==> src/rtl/ws2812_pkg.sv <==
// rtl/ws2812_pkg.sv - shared types and timing defaults for the WS2812 frame serializer
package ws2812_pkg;

  localparam int PIX_W    = 24;
  localparam int BIT_W    = $clog2(PIX_W);
  localparam int DEF_T0H  = 32;
  localparam int DEF_T1H  = 64;
  localparam int DEF_TBIT = 100;
  localparam int DEF_TRST = 24000;

  typedef enum logic [2:0] {
    ST_IDLE,
    ST_FETCH,
    ST_LOAD,
    ST_SEND,
    ST_GAP
  } state_e;

  // One counter width serves both the bit period and the latch gap.
  function automatic int cnt_width(input int tbit, input int trst);
    int m;
    m = (tbit > trst) ? tbit : trst;
    return (m <= 2) ? 1 : $clog2(m);
  endfunction

endpackage

==> src/rtl/ws2812_frame_tx_if.sv <==
// rtl/ws2812_frame_tx_if.sv - synchronous pixel RAM read port (1-cycle latency)
interface ws2812_frame_tx_if #(
  parameter int ADDR_W = 6
) ();
  import ws2812_pkg::*;

  logic              rd_en_out;
  logic [ADDR_W-1:0] rd_addr_out;
  logic [PIX_W-1:0]  rd_data_in;

  modport master (output rd_en_out, output rd_addr_out, input rd_data_in);
  modport slave  (input rd_en_out, input rd_addr_out, output rd_data_in);
endinterface

==> src/rtl/ws2812_bit_gen.sv <==
// rtl/ws2812_bit_gen.sv - one NRZ bit period: high for T0H/T1H cycles, then low to TBIT
module ws2812_bit_gen #(
  parameter int T0H   = 32,
  parameter int T1H   = 64,
  parameter int TBIT  = 100,
  parameter int CNT_W = 7
) (
  input  logic clk_i,
  input  logic rst_n_i,
  input  logic start_i,
  input  logic bit_i,
  output logic pulse_o,
  output logic bit_done_o
);

  localparam logic [CNT_W-1:0] LAST = CNT_W'(TBIT - 1);
  localparam logic [CNT_W-1:0] HI0  = CNT_W'(T0H);
  localparam logic [CNT_W-1:0] HI1  = CNT_W'(T1H);

  logic             active_q, active_d;
  logic             pulse_q, pulse_d;
  logic [CNT_W-1:0] cnt_q, cnt_d, cnt_inc;

  assign cnt_inc    = cnt_q + CNT_W'(1);
  assign bit_done_o = active_q && (cnt_q == LAST);
  assign pulse_o    = pulse_q;

  always_ff @(posedge clk_i or negedge rst_n_i) begin
    if (!rst_n_i) begin
      active_q <= 1'b0;
      pulse_q  <= 1'b0;
      cnt_q    <= '0;
    end else begin
      active_q <= active_d;
      pulse_q  <= pulse_d;
      cnt_q    <= cnt_d;
    end
  end

  // The line is registered; every bit starts high, so the bit value is only
  // needed from the second cycle on, when the shift register already holds it.
  always_comb begin
    active_d = active_q;
    cnt_d    = cnt_q;
    pulse_d  = 1'b0;
    if (start_i) begin
      active_d = 1'b1;
      cnt_d    = '0;
      pulse_d  = 1'b1;
    end else if (active_q) begin
      if (cnt_q == LAST) begin
        active_d = 1'b0;
        cnt_d    = '0;
      end else begin
        cnt_d   = cnt_inc;
        pulse_d = cnt_inc < (bit_i ? HI1 : HI0);
      end
    end
  end

endmodule

==> src/rtl/ws2812_frame_tx.sv <==
// rtl/ws2812_frame_tx.sv - fetches NUM_PIXELS GRB words and emits them as WS2812 NRZ, then the latch gap
module ws2812_frame_tx
  import ws2812_pkg::*;
#(
  parameter int NUM_PIXELS = 64,
  parameter int ADDR_W     = 6,
  parameter int T0H        = DEF_T0H,
  parameter int T1H        = DEF_T1H,
  parameter int TBIT       = DEF_TBIT,
  parameter int TRST       = DEF_TRST
) (
  input  logic              clk_in,
  input  logic              rst_n_in,
  input  logic              frame_rdy_in,
  ws2812_frame_tx_if.master ram,
  output logic              busy_out,
  output logic              done_out,
  output logic              ws2812_data_out
);

  localparam int CNT_W = cnt_width(TBIT, TRST);
  localparam logic [ADDR_W-1:0] LAST_IDX = ADDR_W'(NUM_PIXELS - 1);
  localparam logic [CNT_W-1:0]  GAP_LAST = CNT_W'(TRST - 1);

  state_e            state_q, state_d;
  logic [ADDR_W-1:0] idx_q, idx_d;
  logic [PIX_W-1:0]  sr_q, sr_d;
  logic [BIT_W-1:0]  bit_cnt_q, bit_cnt_d;
  logic [CNT_W-1:0]  gap_cnt_q, gap_cnt_d;
  logic              pending_q, pending_d;

  logic bg_start, bg_done, gap_last;

  assign gap_last        = (gap_cnt_q == GAP_LAST);
  assign ram.rd_addr_out = idx_q;

  ws2812_bit_gen #(
    .T0H   (T0H),
    .T1H   (T1H),
    .TBIT  (TBIT),
    .CNT_W (CNT_W)
  ) u_bit_gen (
    .clk_i      (clk_in),
    .rst_n_i    (rst_n_in),
    .start_i    (bg_start),
    .bit_i      (sr_q[PIX_W-1]),
    .pulse_o    (ws2812_data_out),
    .bit_done_o (bg_done)
  );

  always_ff @(posedge clk_in or negedge rst_n_in) begin
    if (!rst_n_in) begin
      state_q   <= ST_IDLE;
      idx_q     <= '0;
      sr_q      <= '0;
      bit_cnt_q <= '0;
      gap_cnt_q <= '0;
      pending_q <= 1'b0;
    end else begin
      state_q   <= state_d;
      idx_q     <= idx_d;
      sr_q      <= sr_d;
      bit_cnt_q <= bit_cnt_d;
      gap_cnt_q <= gap_cnt_d;
      pending_q <= pending_d;
    end
  end

  always_comb begin
    state_d   = state_q;
    idx_d     = idx_q;
    sr_d      = sr_q;
    bit_cnt_d = bit_cnt_q;
    gap_cnt_d = gap_cnt_q;
    pending_d = pending_q;

    // Start requests while busy collapse into one; a request on the last gap
    // cycle is consumed directly by the restart below.
    if (state_q == ST_GAP && gap_last) begin
      pending_d = 1'b0;
    end else if (frame_rdy_in && state_q != ST_IDLE) begin
      pending_d = 1'b1;
    end

    case (state_q)
      ST_IDLE: begin
        if (frame_rdy_in) begin
          state_d = ST_FETCH;
          idx_d   = '0;
        end
      end
      ST_FETCH: state_d = ST_LOAD;
      ST_LOAD: begin
        sr_d      = ram.rd_data_in;
        bit_cnt_d = BIT_W'(PIX_W - 1);
        state_d   = ST_SEND;
      end
      ST_SEND: begin
        if (bg_done) begin
          sr_d = {sr_q[PIX_W-2:0], 1'b0};
          if (bit_cnt_q != '0) begin
            bit_cnt_d = bit_cnt_q - BIT_W'(1);
          end else if (idx_q == LAST_IDX) begin
            gap_cnt_d = '0;
            state_d   = ST_GAP;
          end else begin
            idx_d   = idx_q + ADDR_W'(1);
            state_d = ST_FETCH;
          end
        end
      end
      ST_GAP: begin
        if (gap_last) begin
          gap_cnt_d = '0;
          if (pending_q || frame_rdy_in) begin
            idx_d   = '0;
            state_d = ST_FETCH;
          end else begin
            state_d = ST_IDLE;
          end
        end else begin
          gap_cnt_d = gap_cnt_q + CNT_W'(1);
        end
      end
      default: state_d = ST_IDLE;
    endcase
  end

  always_comb begin
    ram.rd_en_out = (state_q == ST_FETCH);
    busy_out      = (state_q != ST_IDLE);
    done_out      = (state_q == ST_GAP) && gap_last;
    bg_start      = (state_q == ST_LOAD) ||
                    ((state_q == ST_SEND) && bg_done && (bit_cnt_q != '0));
  end

endmodule
==> src/flat_wrapper.sv <==
// flat-port wrapper written by rule: the top's interface ports become plain ports
module ws2812_frame_tx_flat import ws2812_pkg::*;
#(
  parameter int NUM_PIXELS = 64,
  parameter int ADDR_W     = 6,
  parameter int T0H        = DEF_T0H,
  parameter int T1H        = DEF_T1H,
  parameter int TBIT       = DEF_TBIT,
  parameter int TRST       = DEF_TRST
)
  (clk_in, rst_n_in, frame_rdy_in, busy_out, done_out, ws2812_data_out, ram_rd_en_out, ram_rd_addr_out, ram_rd_data_in);
  ws2812_frame_tx_if #(.ADDR_W(ADDR_W)) ram_i ();
  input  logic clk_in;
  input  logic rst_n_in;
  input  logic frame_rdy_in;
  output logic busy_out;
  output logic done_out;
  output logic ws2812_data_out;
  output wire logic [$bits(ram_i.rd_en_out)-1:0] ram_rd_en_out;
  output wire logic [$bits(ram_i.rd_addr_out)-1:0] ram_rd_addr_out;
  input wire logic [$bits(ram_i.rd_data_in)-1:0] ram_rd_data_in;
  assign ram_rd_en_out = ram_i.rd_en_out;
  assign ram_rd_addr_out = ram_i.rd_addr_out;
  assign ram_i.rd_data_in = ram_rd_data_in;
  ws2812_frame_tx #(.NUM_PIXELS(NUM_PIXELS), .ADDR_W(ADDR_W), .T0H(T0H), .T1H(T1H), .TBIT(TBIT), .TRST(TRST)) u_core (.clk_in(clk_in), .rst_n_in(rst_n_in), .frame_rdy_in(frame_rdy_in), .ram(ram_i), .busy_out(busy_out), .done_out(done_out), .ws2812_data_out(ws2812_data_out));
endmodule
==> config.mk <==
export PLATFORM = sky130hd
export DESIGN_NAME = ws2812_frame_tx_flat
export DESIGN_NICKNAME = d
export VERILOG_FILES = /design/src/rtl/ws2812_pkg.sv /design/src/rtl/ws2812_frame_tx_if.sv /design/src/rtl/ws2812_bit_gen.sv /design/src/rtl/ws2812_frame_tx.sv /design/src/flat_wrapper.sv
export SDC_FILE = /design/constraint.sdc
export NUM_CORES = 1
export LEC_CHECK = 0
export CAP_MARGIN = 0
export CELL_PAD_IN_SITES_DETAIL_PLACEMENT = 1
export CELL_PAD_IN_SITES_GLOBAL_PLACEMENT = 2
export CORE_ASPECT_RATIO = 1.25
export CORE_MARGIN = 2
export CORE_UTILIZATION = 32
export DETAILED_ROUTE_END_ITERATION = 10
export GPL_TIMING_DRIVEN = 0
export PLACE_DENSITY = 0.82
export SLEW_MARGIN = 10
export SYNTH_ARGS = -nofsm -noshare
export SYNTH_HDL_FRONTEND = slang
export SYNTH_HIERARCHICAL = 1
export SYNTH_SLANG_ARGS = --single-unit
==> constraint.sdc <==
create_clock -name clk_in -period 2.43 [get_ports clk_in]
set_input_delay 0.486 -clock clk_in [delete_from_list [all_inputs] [get_ports clk_in]]
set_output_delay 0.486 -clock clk_in [all_outputs]
set_load 0.005 [all_outputs]
[Word level (Yosys, flattened, before mapping)]
Cells that the tools add are included.
Cells by class
  add/sub/neg operators: 4
  magnitude comparators: 1
  eq/ne operators: 15
  multiplexer cells: 36
  reduce and logical (&&, ||, !) cells: 20
Operators by type and width (count)
  15-bit 2-to-1 mux: 7
  24-bit case mux with 2 select lines: 1
  6-bit 2-to-1 mux: 6
  15-bit by 1-bit adder with 15-bit output (second input constant): 2
  15-bit case mux with 2 select lines: 1
  24-bit 2-to-1 mux: 1
  6-bit case mux with 3 select lines: 1
  15-bit equality test (second input constant): 1
  15-bit by 7-bit equality test with 1-bit output (second input constant): 1
  15-bit by 7-bit less-than comparator with 1-bit output: 1
  3-bit 2-to-1 mux: 5
  3-bit case mux with 5 select lines: 1
  5-bit 2-to-1 mux: 2
  2-bit by 1-bit != test with 1-bit output (second input constant): 5
  5-bit case mux with 2 select lines: 1
  1-bit 2-to-1 mux: 9
  4-bit AND reduction: 2
  2-bit nonzero test: 4
  7-bit 2-to-1 mux: 1
  7-bit AND reduction: 1
  6-bit by 1-bit adder with 6-bit output (second input constant): 1
  3-bit by 2-bit equality test with 1-bit output (second input constant): 2
  6-bit equality test (second input constant): 1
  2-bit != test (second input constant): 3
  10 further kinds: 16
Word-level totals
  register bits after elaboration: 71
  input port bits: 27
  output and inout port bits: 10
  word-level logic and storage cells: 85

[Longest topological paths before layout]
  depth after elaboration: 6
  mapped depth: 11
  depth with buffers taken out: 9

[Modules after synthesis]
The synthesis kept the hierarchy.
Modules (own cells, without submodules)
  ws2812_frame_tx: instances 1, cells each 291, area an instance 2722.6 um2, sequential area each 1351.3 um2
  ws2812_bit_gen: instances 1, cells each 120, area an instance 1091.0 um2, sequential area each 425.4 um2

[Worst setup path after synthesis]
No wires, ideal clock.
  path kind: reg2reg
  from: register u_core.u_bit_gen.cnt_q[0]
  to: register u_core.u_bit_gen.cnt_q[5]
  setup time: 0.121 ns
  data arrival time: 2.306 ns
  data required time: 2.309 ns
  slack: 0.003 ns
  cell stages (with the launch flop): 11
  path buffers: 2
  clock period less this slack: 2.427 ns
  cells stage by stage: dfrtp_1 -> ha_1 -> nor4b_1 -> and4_1 -> and2_1 -> nand3_1 -> nand2_1 -> clkbuf_1 -> nor3_1 -> buf_2 -> a22o_1
On the way
  longest elaborated chain between the ends: 6
  elaborated cells between the ends (all ways): 10
  classes of those cells: 1 x add/sub; 1 x eq/ne; 3 x mux; 5 x reduce/logical
Ends and longest elaborated chain
  start: declaration: RTL line ws2812_bit_gen.sv:22  | logic [CNT_W-1:0] cnt_q, cnt_d, cnt_inc;
  start signal: assignment: RTL line ws2812_bit_gen.sv:36  | cnt_q <= cnt_d;
  15-bit by 7-bit equality test with 1-bit output *: RTL line ws2812_bit_gen.sv:25  | assign bit_done_o = active_q && (cnt_q == LAST);
  1-bit logical AND *: RTL line ws2812_bit_gen.sv:25
  via u_core.bg_done: RTL line ws2812_frame_tx.sv:32  | logic bg_start, bg_done, gap_last;
  1-bit logical AND * (2 in series): RTL line ws2812_frame_tx.sv:134  | ((state_q == ST_SEND) && bg_done && (bit_cnt_q != '0));
  1-bit logical OR *: RTL line ws2812_frame_tx.sv:133  | bg_start = (state_q == ST_LOAD) ||
  via u_core.bg_start: RTL line ws2812_frame_tx.sv:32
  15-bit 2-to-1 mux / 2-bit nonzero test (equally long branches)
The timed path passes the listed nets; every way through them passes the cells marked *. The select of a mux whose other input is x is not followed.
A chain may end at the register's enable or synchronous reset.

[Worst setup path after layout]
  from: register u_core.gap_cnt_q[6]
  to: output done_out
On the way
  longest elaborated chain between the ends: 2
Ends and longest elaborated chain
  start: declaration: RTL line ws2812_frame_tx.sv:29  | logic [CNT_W-1:0] gap_cnt_q, gap_cnt_d;
  start signal: assignment: RTL line ws2812_frame_tx.sv:64  | gap_cnt_q <= gap_cnt_d;
  15-bit equality test: RTL line ws2812_frame_tx.sv:34  | assign gap_last = (gap_cnt_q == GAP_LAST);
  1-bit logical AND: RTL line ws2812_frame_tx.sv:132  | done_out = (state_q == ST_GAP) && gap_last;
  end: declaration: RTL line flat_wrapper.sv:17  | output logic done_out;
No other way between the ends.

==> flow_metrics.env <==
export IMPL_drive_gt1_share_pct=15.0
export IMPL_synthArstFlopShare_pct=100
export IMPL_maxCapViolations=0
export IMPL_power_density_nw_per_um2=551
export IMPL_worstSetupPathType="register to output port"
export IMPL_die_h_um=126
export IMPL_power_mw=2.69
export IMPL_cts_root_buf="clkbuf_16"
export IMPL_grt_pass1_vias=3595
export IMPL_period_needed_ps=2460
export IMPL_wirelength_um=10300
export IMPL_critPathArrivalTime_ps=1980
export IMPL_place_gp_congestion=0.802
export IMPL_ios=37
export IMPL_ys_flop_type="dfrtp_1"
export IMPL_ant_nets=0
export IMPL_slew_viol_final=0
export IMPL_grt_usage_pct=17.2
export IMPL_dieWidth_um=102
export IMPL_hold_slack_ps=91.0
export IMPL_grt_max_degree=41
export IMPL_yosys_top_cells_count="dfrtp_1 (71), nand2_1 (54), o21ai_0 (46)"
export IMPL_vias=3365
export IMPL_synth_top_area_share_pct=46.6
export IMPL_wl_per_cell_um=16.2
export IMPL_insertion_delay_ps=340
export IMPL_ir_drop_mv=0.319
export IMPL_cp_max_fo=4
export IMPL_cpPeakStageDelay_ps=540
export IMPL_ys_ff_latch=71
export IMPL_skew_ps=6.86
export IMPL_synth_edf_count=0
export IMPL_fin_cells=633
export IMPL_antenna_found_initial=0
export IMPL_drc=0
export IMPL_fin_area_um2=4870
export IMPL_synth_seq_area_share_pct=46.6
export IMPL_fin_nets=499
export IMPL_cp_cell_sequence="or4b_4 -> nor4_4 -> and3_1 -> buf_2"
export IMPL_overflow=0
export IMPL_synthTopCellsByArea="dfrtp_1 (47%), o21ai_0 (6.0%), mux2i_1 (5.5%)"
export IMPL_rsz0062_at_grt="yes"
export IMPL_postLayoutSetupSlackWorst_ps=-34.4
export IMPL_status="finished, violations left"
export IMPL_finalSetupTns_ps=-34.4
export IMPL_dieArea_um2=12800
export IMPL_hold_viol=0
export IMPL_drt_iter0_drc=113
export IMPL_firstDrtPassIters=4
export IMPL_min_path_type="input port to async pin"
export IMPL_startpoint_type="register"
export IMPL_setup_violations=1
export IMPL_fin_util_pct=42.0
export IMPL_cts_max_path_buffers=2
export IMPL_core_area_um2=11600
export IMPL_clkSlewWorstSetupHoldPaths_ps=60
export IMPL_syn_avg_cell_area_um2=9.28
export IMPL_fmaxAchievable_ghz=0.406
export IMPL_yosysUniqueCellTypes=59
export IMPL_cpMaxStageDelayCell="or4b_4"
export IMPL_viasPerCell=5.32
export IMPL_antenna_cells=0
export IMPL_htree_levels=3
export IMPL_dpl_worst_slack_ps=-710
export IMPL_maxSlewHeadroom_pct=42.0
export IMPL_syn_inst=411
export IMPL_place_area_um2=4390
export IMPL_areaGrowthSynthToFinish_pct=27.8
export IMPL_yosysTopAreaCell="dfrtp_1"
export IMPL_cts_tree="built"
export IMPL_grt_first_pass_wirelength_um=17700
export IMPL_cp_required_ps=1940
export IMPL_violations="setup timing"
export IMPL_cts_sinks=71
export IMPL_fin_crit_sh_pct=101
export IMPL_leakage_nw=2.21
export IMPL_io_buffers=36
export IMPL_rows=44
export IMPL_start_util_pct=32.8
export IMPL_dp_hpwl_um=6950
export IMPL_cp_end_kind="output port"
export IMPL_syn_cell_area_um2=3810
export IMPL_dp_cells=609
export IMPL_syn_num_nets=443
export IMPL_yosysMostFrequentCell="dfrtp_1"
export IMPL_numCtsBuffers=9
export IMPL_worst_pin_slew_ps=863
export IMPL_synth_warning_count=6
==> cells in the final DEF (no fill, tap or decap), types with 11 or more instances in the layout <==
| master | synthesis | final |
|---|---|---|
| clkdlybuf4s50_1 | 0 | 34 |
| nand3_1 | 23 | 22 |
| nor3_1 | 14 | 13 |
| mux2i_1 | 21 | 21 |
| a21oi_1 | 16 | 16 |
| nor2_1 | 23 | 22 |
| o21ai_0 | 46 | 46 |
| dfrtp_1 | 71 | 70 |
| nand2_1 | 54 | 52 |
| buf_4 | 0 | 11 |
| a31oi_1 | 11 | 11 |
| inv_1 | 12 | 12 |
==> power breakdown <==
group | leakage [nW] | internal [mW] | switching, mW
registers | 0.869 | 1.20 | 0.0116
logic | 1.19 | 0.0576 | 0.0457
clock network | 0.152 | 0.849 | 0.519
==> worst paths after layout <==
check                                    start                         end  slack, ps  depth (start not counted)
max reg2reg                u_core/bit_cnt_q[0]  u_core/u_bit_gen/cnt_q[12]        140                          9
max                        u_core/gap_cnt_q[6]                    done_out        -30                          4
min in group clk_in            u_core/sr_q[21]             u_core/sr_q[21]        480                          2
max in group asynchronous             rst_n_in   u_core/u_bit_gen/cnt_q[1]       1750                          2
min                                   rst_n_in            u_core/pending_q         90                          1
min reg2reg                    u_core/sr_q[21]             u_core/sr_q[21]        480                          2
==> timing repair <==
action / 4_1_cts / 5_1_grt
resized for setup: 28 / 9
setup buffers: 4 / 5
cloned: 0 / 1
hold buffers: 0 / 0
setup endpoints to repair: 67 / 43
pin swaps: 3 / 6
hold endpoints to repair: 0 / 0
==> final cells by class <==
cell class | count | area (µm²)
inverters | 13 | 48.8
plain buffers | 18 | 111
flip-flops and latches | 71 | 1780
repair buffers | 47 | 448
fillers | 1338 | 6740
multi-input cells | 307 | 1980
clock buffers | 11 | 253
well taps | 161 | 201
clock inverters | 5 | 56.3
==> sequential cells by signal (all words and copies together), names as in the netlist <==
name,cells
u_core/pending_q,1
u_core/sr_q,24
u_core/u_bit_gen/active_q,1
u_core/ram.rd_addr_out,6
u_core/bit_cnt_q,5
u_core/u_bit_gen/pulse_o,1
u_core/gap_cnt_q,15
u_core/u_bit_gen/cnt_q,15
u_core/state_q,3
==> cells by family (layout without fill, tap and decap cells) <==
logic type	count (synthesis)	in the layout	synth area share, %
AOI/OAI and AO/OA	113	113	18.5
xor gates and xnor gates	6	6	1.38
adders and majority gates	5	5	1.64
buffers and inverters	33	94	3.84
DFF	71	71	46.6
muxes	22	22	5.81
and+or+nand+nor	161	161	22.2
==> critical path: cells and delay by family (launching register included) <==
kind          cells  cell delay [ps]
buf+inv           1              120
flops             1              420
simple gates      3             1110
==> metal layers <==
layer / vias up / global-route usage, % / wire (µm)
li1: 1615 / - / -
met1: 1703 / 21.4 / 4520
met2: 40 / 29.6 / 5390
met3: 7 / 3.61 / 260
met4: 0 / 5.33 / 112
met5: - / 0 / 0
No activity file was read; power rests on OpenSTA's default activity.
==> patch (same flow settings) <==
Encoding of `state_e`: now one-hot (5 bits for 5 states).
--- a/src/rtl/ws2812_pkg.sv
+++ b/src/rtl/ws2812_pkg.sv
@@ -9,10 +9,10 @@
   localparam int DEF_TRST = 24000;
 
-  typedef enum logic [2:0] {
-    ST_IDLE,
-    ST_FETCH,
-    ST_LOAD,
-    ST_SEND,
-    ST_GAP
+  typedef enum logic [4:0] {
+    ST_IDLE  = 5'b00001,
+    ST_FETCH = 5'b00010,
+    ST_LOAD  = 5'b00100,
+    ST_SEND  = 5'b01000,
+    ST_GAP   = 5'b10000
   } state_e;
 
Check against the original RTL: same outputs for any inputs over 10 cycles, from zero or initial values and one cycle with rst_n_in low; not proved beyond that.
==> patch against the unedited design <==
Setup slack gained 0.087 ns; non-clock buffer count up 6; area after synthesis rose by 4.4%; critical endpoint is now u_core/ram.rd_addr_out[0]; highest routed layer unchanged; hold slack improved by 0.015 ns; design area up 5.7%; sequential cell count up 2; largest cell class unchanged; wire length grew 13%; count of clock-buffer cells in the layout is the same.
Power is not compared: it rests on default switching activity, and its combinational part moved more than twofold at a synthesized area within 25%.
==> patch: results (changes against the unedited design) <==
stage,metric,value,unit,change
setup_path,CP max FO,5,,was 4
timing,Slew headroom,0.521,,was 0.420
cells_and_area,non-clk buf share,0.116,,was 0.115
drt,WL/cell,16.9,um,was 16.2 um
placed_design,Final GP Congestion,0.768,,was 0.802
cells_and_area,Seq area share,0.355,,was 0.365
synthesis,register area share after synthesis,0.459,,was 0.466
synthesis,"top cells by count, synth","dfrtp_1 (72), nand2_1 (69), nor2_1 (46), o21ai_0 (27), a31oi_1 (25)",,"was dfrtp_1 (71), nand2_1 (54), o21ai_0 (46), nand3_1 (23), nor2_1 (23)"
synthesis,syn_nets,485,,was 443
cells_and_area,#MultiIn Comb,341,,was 307
cells_and_area,inverter count,18,,was 13
setup_path,Crit path largest cell delay,0.43,ns,was 0.54 ns
cells_and_area,layout cells sized above 1,0.173,,was 0.150
drt,Vias,3623,,was 3365
clock_network,clk sinks,73,,was 71
cells_and_area,Nets,546,,was 499
cells_and_area,multi-input combinational area share,0.413,,was 0.406
drt,DR WL met2,6100,um,was 5390 um
cells_and_area,top flop regs,"u_core/sr_q: 24 flops, u_core/gap_cnt_q: 15 flops, u_core/u_bit_gen/cnt_q: 15 flops",,unchanged
global_routing,first-pass GRT wire length,19000,um,was 17700 um
synthesis,yosys warns,6,,unchanged
clock_network,cts repair resizes,36,,was 28
synthesis,synthesized area per cell,8.79,um2,was 9.28 um2
clock_network,post-CTS setup buffer count,9,,was 4
drt,Routed WL,11600,um,was 10300 um
cells_and_area,Fill cells,1463,,was 1338
setup_path,CP max stage cell,dfrtp_2,,was or4b_4
drt,max layer used,met4,,unchanged
status,outcome,"complete, no violations",,was finished with violations
global_routing,GRT Util Overall,0.178,,was 0.172
timing,Clock Skew,0.00516,ns,was 0.00686 ns
global_routing,met1 Usage GRT,0.207,,was 0.214
placed_design,DP HPWL,7710,um,was 6950 um
global_routing,met2 Usage GRT,0.333,,was 0.296
global_routing,GR Util met3,0.0268,,was 0.0361
clock_network,Max Buffers Root-to-Sink,2,,unchanged
global_routing,vias in the first global route,3804,,was 3595
setup_path,top cell family by delay on the critical path,simple AND/OR/NAND/NOR gates,,unchanged
drt,Metal-1 WL,4990,um,was 4520 um
min_path,Hold Path Class,input port to asynchronous set/reset pin,,unchanged
cells_and_area,max reg flops,24,,unchanged
drt,WL met3,287,um,was 260 um
placed_design,number of port buffers,36,,unchanged
cells_and_area,bufs w/o clock,71,,was 65
placed_design,placed cells,654,,was 609
synthesis,library cells used by synthesis,63,,was 59
cells_and_area,clock-cell share of area,0.0624,,was 0.0634
drt,DR iter-0 viols,219,,was 113
synthesis,Synth area leaders,"dfrtp_1 (45%), nand2_1 (6.5%), nor2_1 (4.3%), a31oi_1 (3.9%), o21ai_0 (3.4%)",,"was dfrtp_1 (47%), o21ai_0 (6.0%), mux2i_1 (5.5%), nand2_1 (5.3%), nand3_1 (3.0%)"
setup_path,"Arr. time, crit path",2.60,ns,was 1.98 ns
-- patch: cell count changes after synthesis, moves of 6 or more --
cell	unedited run	this run
o21ai_0	46	27
nor2_1	23	46
a31oi_1	11	25
mux2i_1	21	4
inv_1	12	18
nand2_1	54	69
-- patch: report_power, final --
group	internal, mW	switching (mW)
clock	0.925	0.519
sequential	1.53	0.274
combinational	0.711	0.782
total	3.17	1.58
-- patch: final timing paths --
path | from | endpoint | slack (ns) | cells after the start
max | u_core/u_bit_gen/cnt_q[0] | u_core/ram.rd_addr_out[0] | 0.05 | 8
min | rst_n_in | u_core/ram.rd_addr_out[0] | 0.11 | 1
max reg2reg | u_core/u_bit_gen/cnt_q[0] | u_core/ram.rd_addr_out[0] | 0.05 | 8
min reg2reg | u_core/bit_cnt_q[4] | u_core/bit_cnt_q[4] | 0.51 | 1
max in group asynchronous | rst_n_in | u_core/u_bit_gen/cnt_q[1] | 1.73 | 2
min in group clk_in | u_core/bit_cnt_q[4] | u_core/bit_cnt_q[4] | 0.51 | 1
-- patch: per-stage QoR --
stage	utilization	worst slack [ns]	instance area (um2)	hold slack (ns)	setup TNS [ns]
2_1_floorplan	-	0.000735	3990	0.190	0
3_3_place_gp	0.374	-1.89	4550	0.477	-166.68
3_5_place_dp	0.376	-0.750	4570	0.483	-29.13
4_1_cts	0.417	0.000693	5070	0.118	0
5_1_grt	0.424	-0.0389	5150	0.137	-0.593
6_report	0.424	0.0528	5150	0.106	0
-- patch: cell families (layout without fill, tap and decap cells) --
kind of cell               Yosys count  in the layout  synth area share
and+or+nand+nor                    214            214             0.279
AOI/OAI and AO/OA                  111            111             0.175
DFF                                 73             73             0.459
buffers and inverters               39            105            0.0446
xor gates and xnor gates             6              6            0.0132
adders and majority gates            5              5            0.0157
muxes                                5              5            0.0138
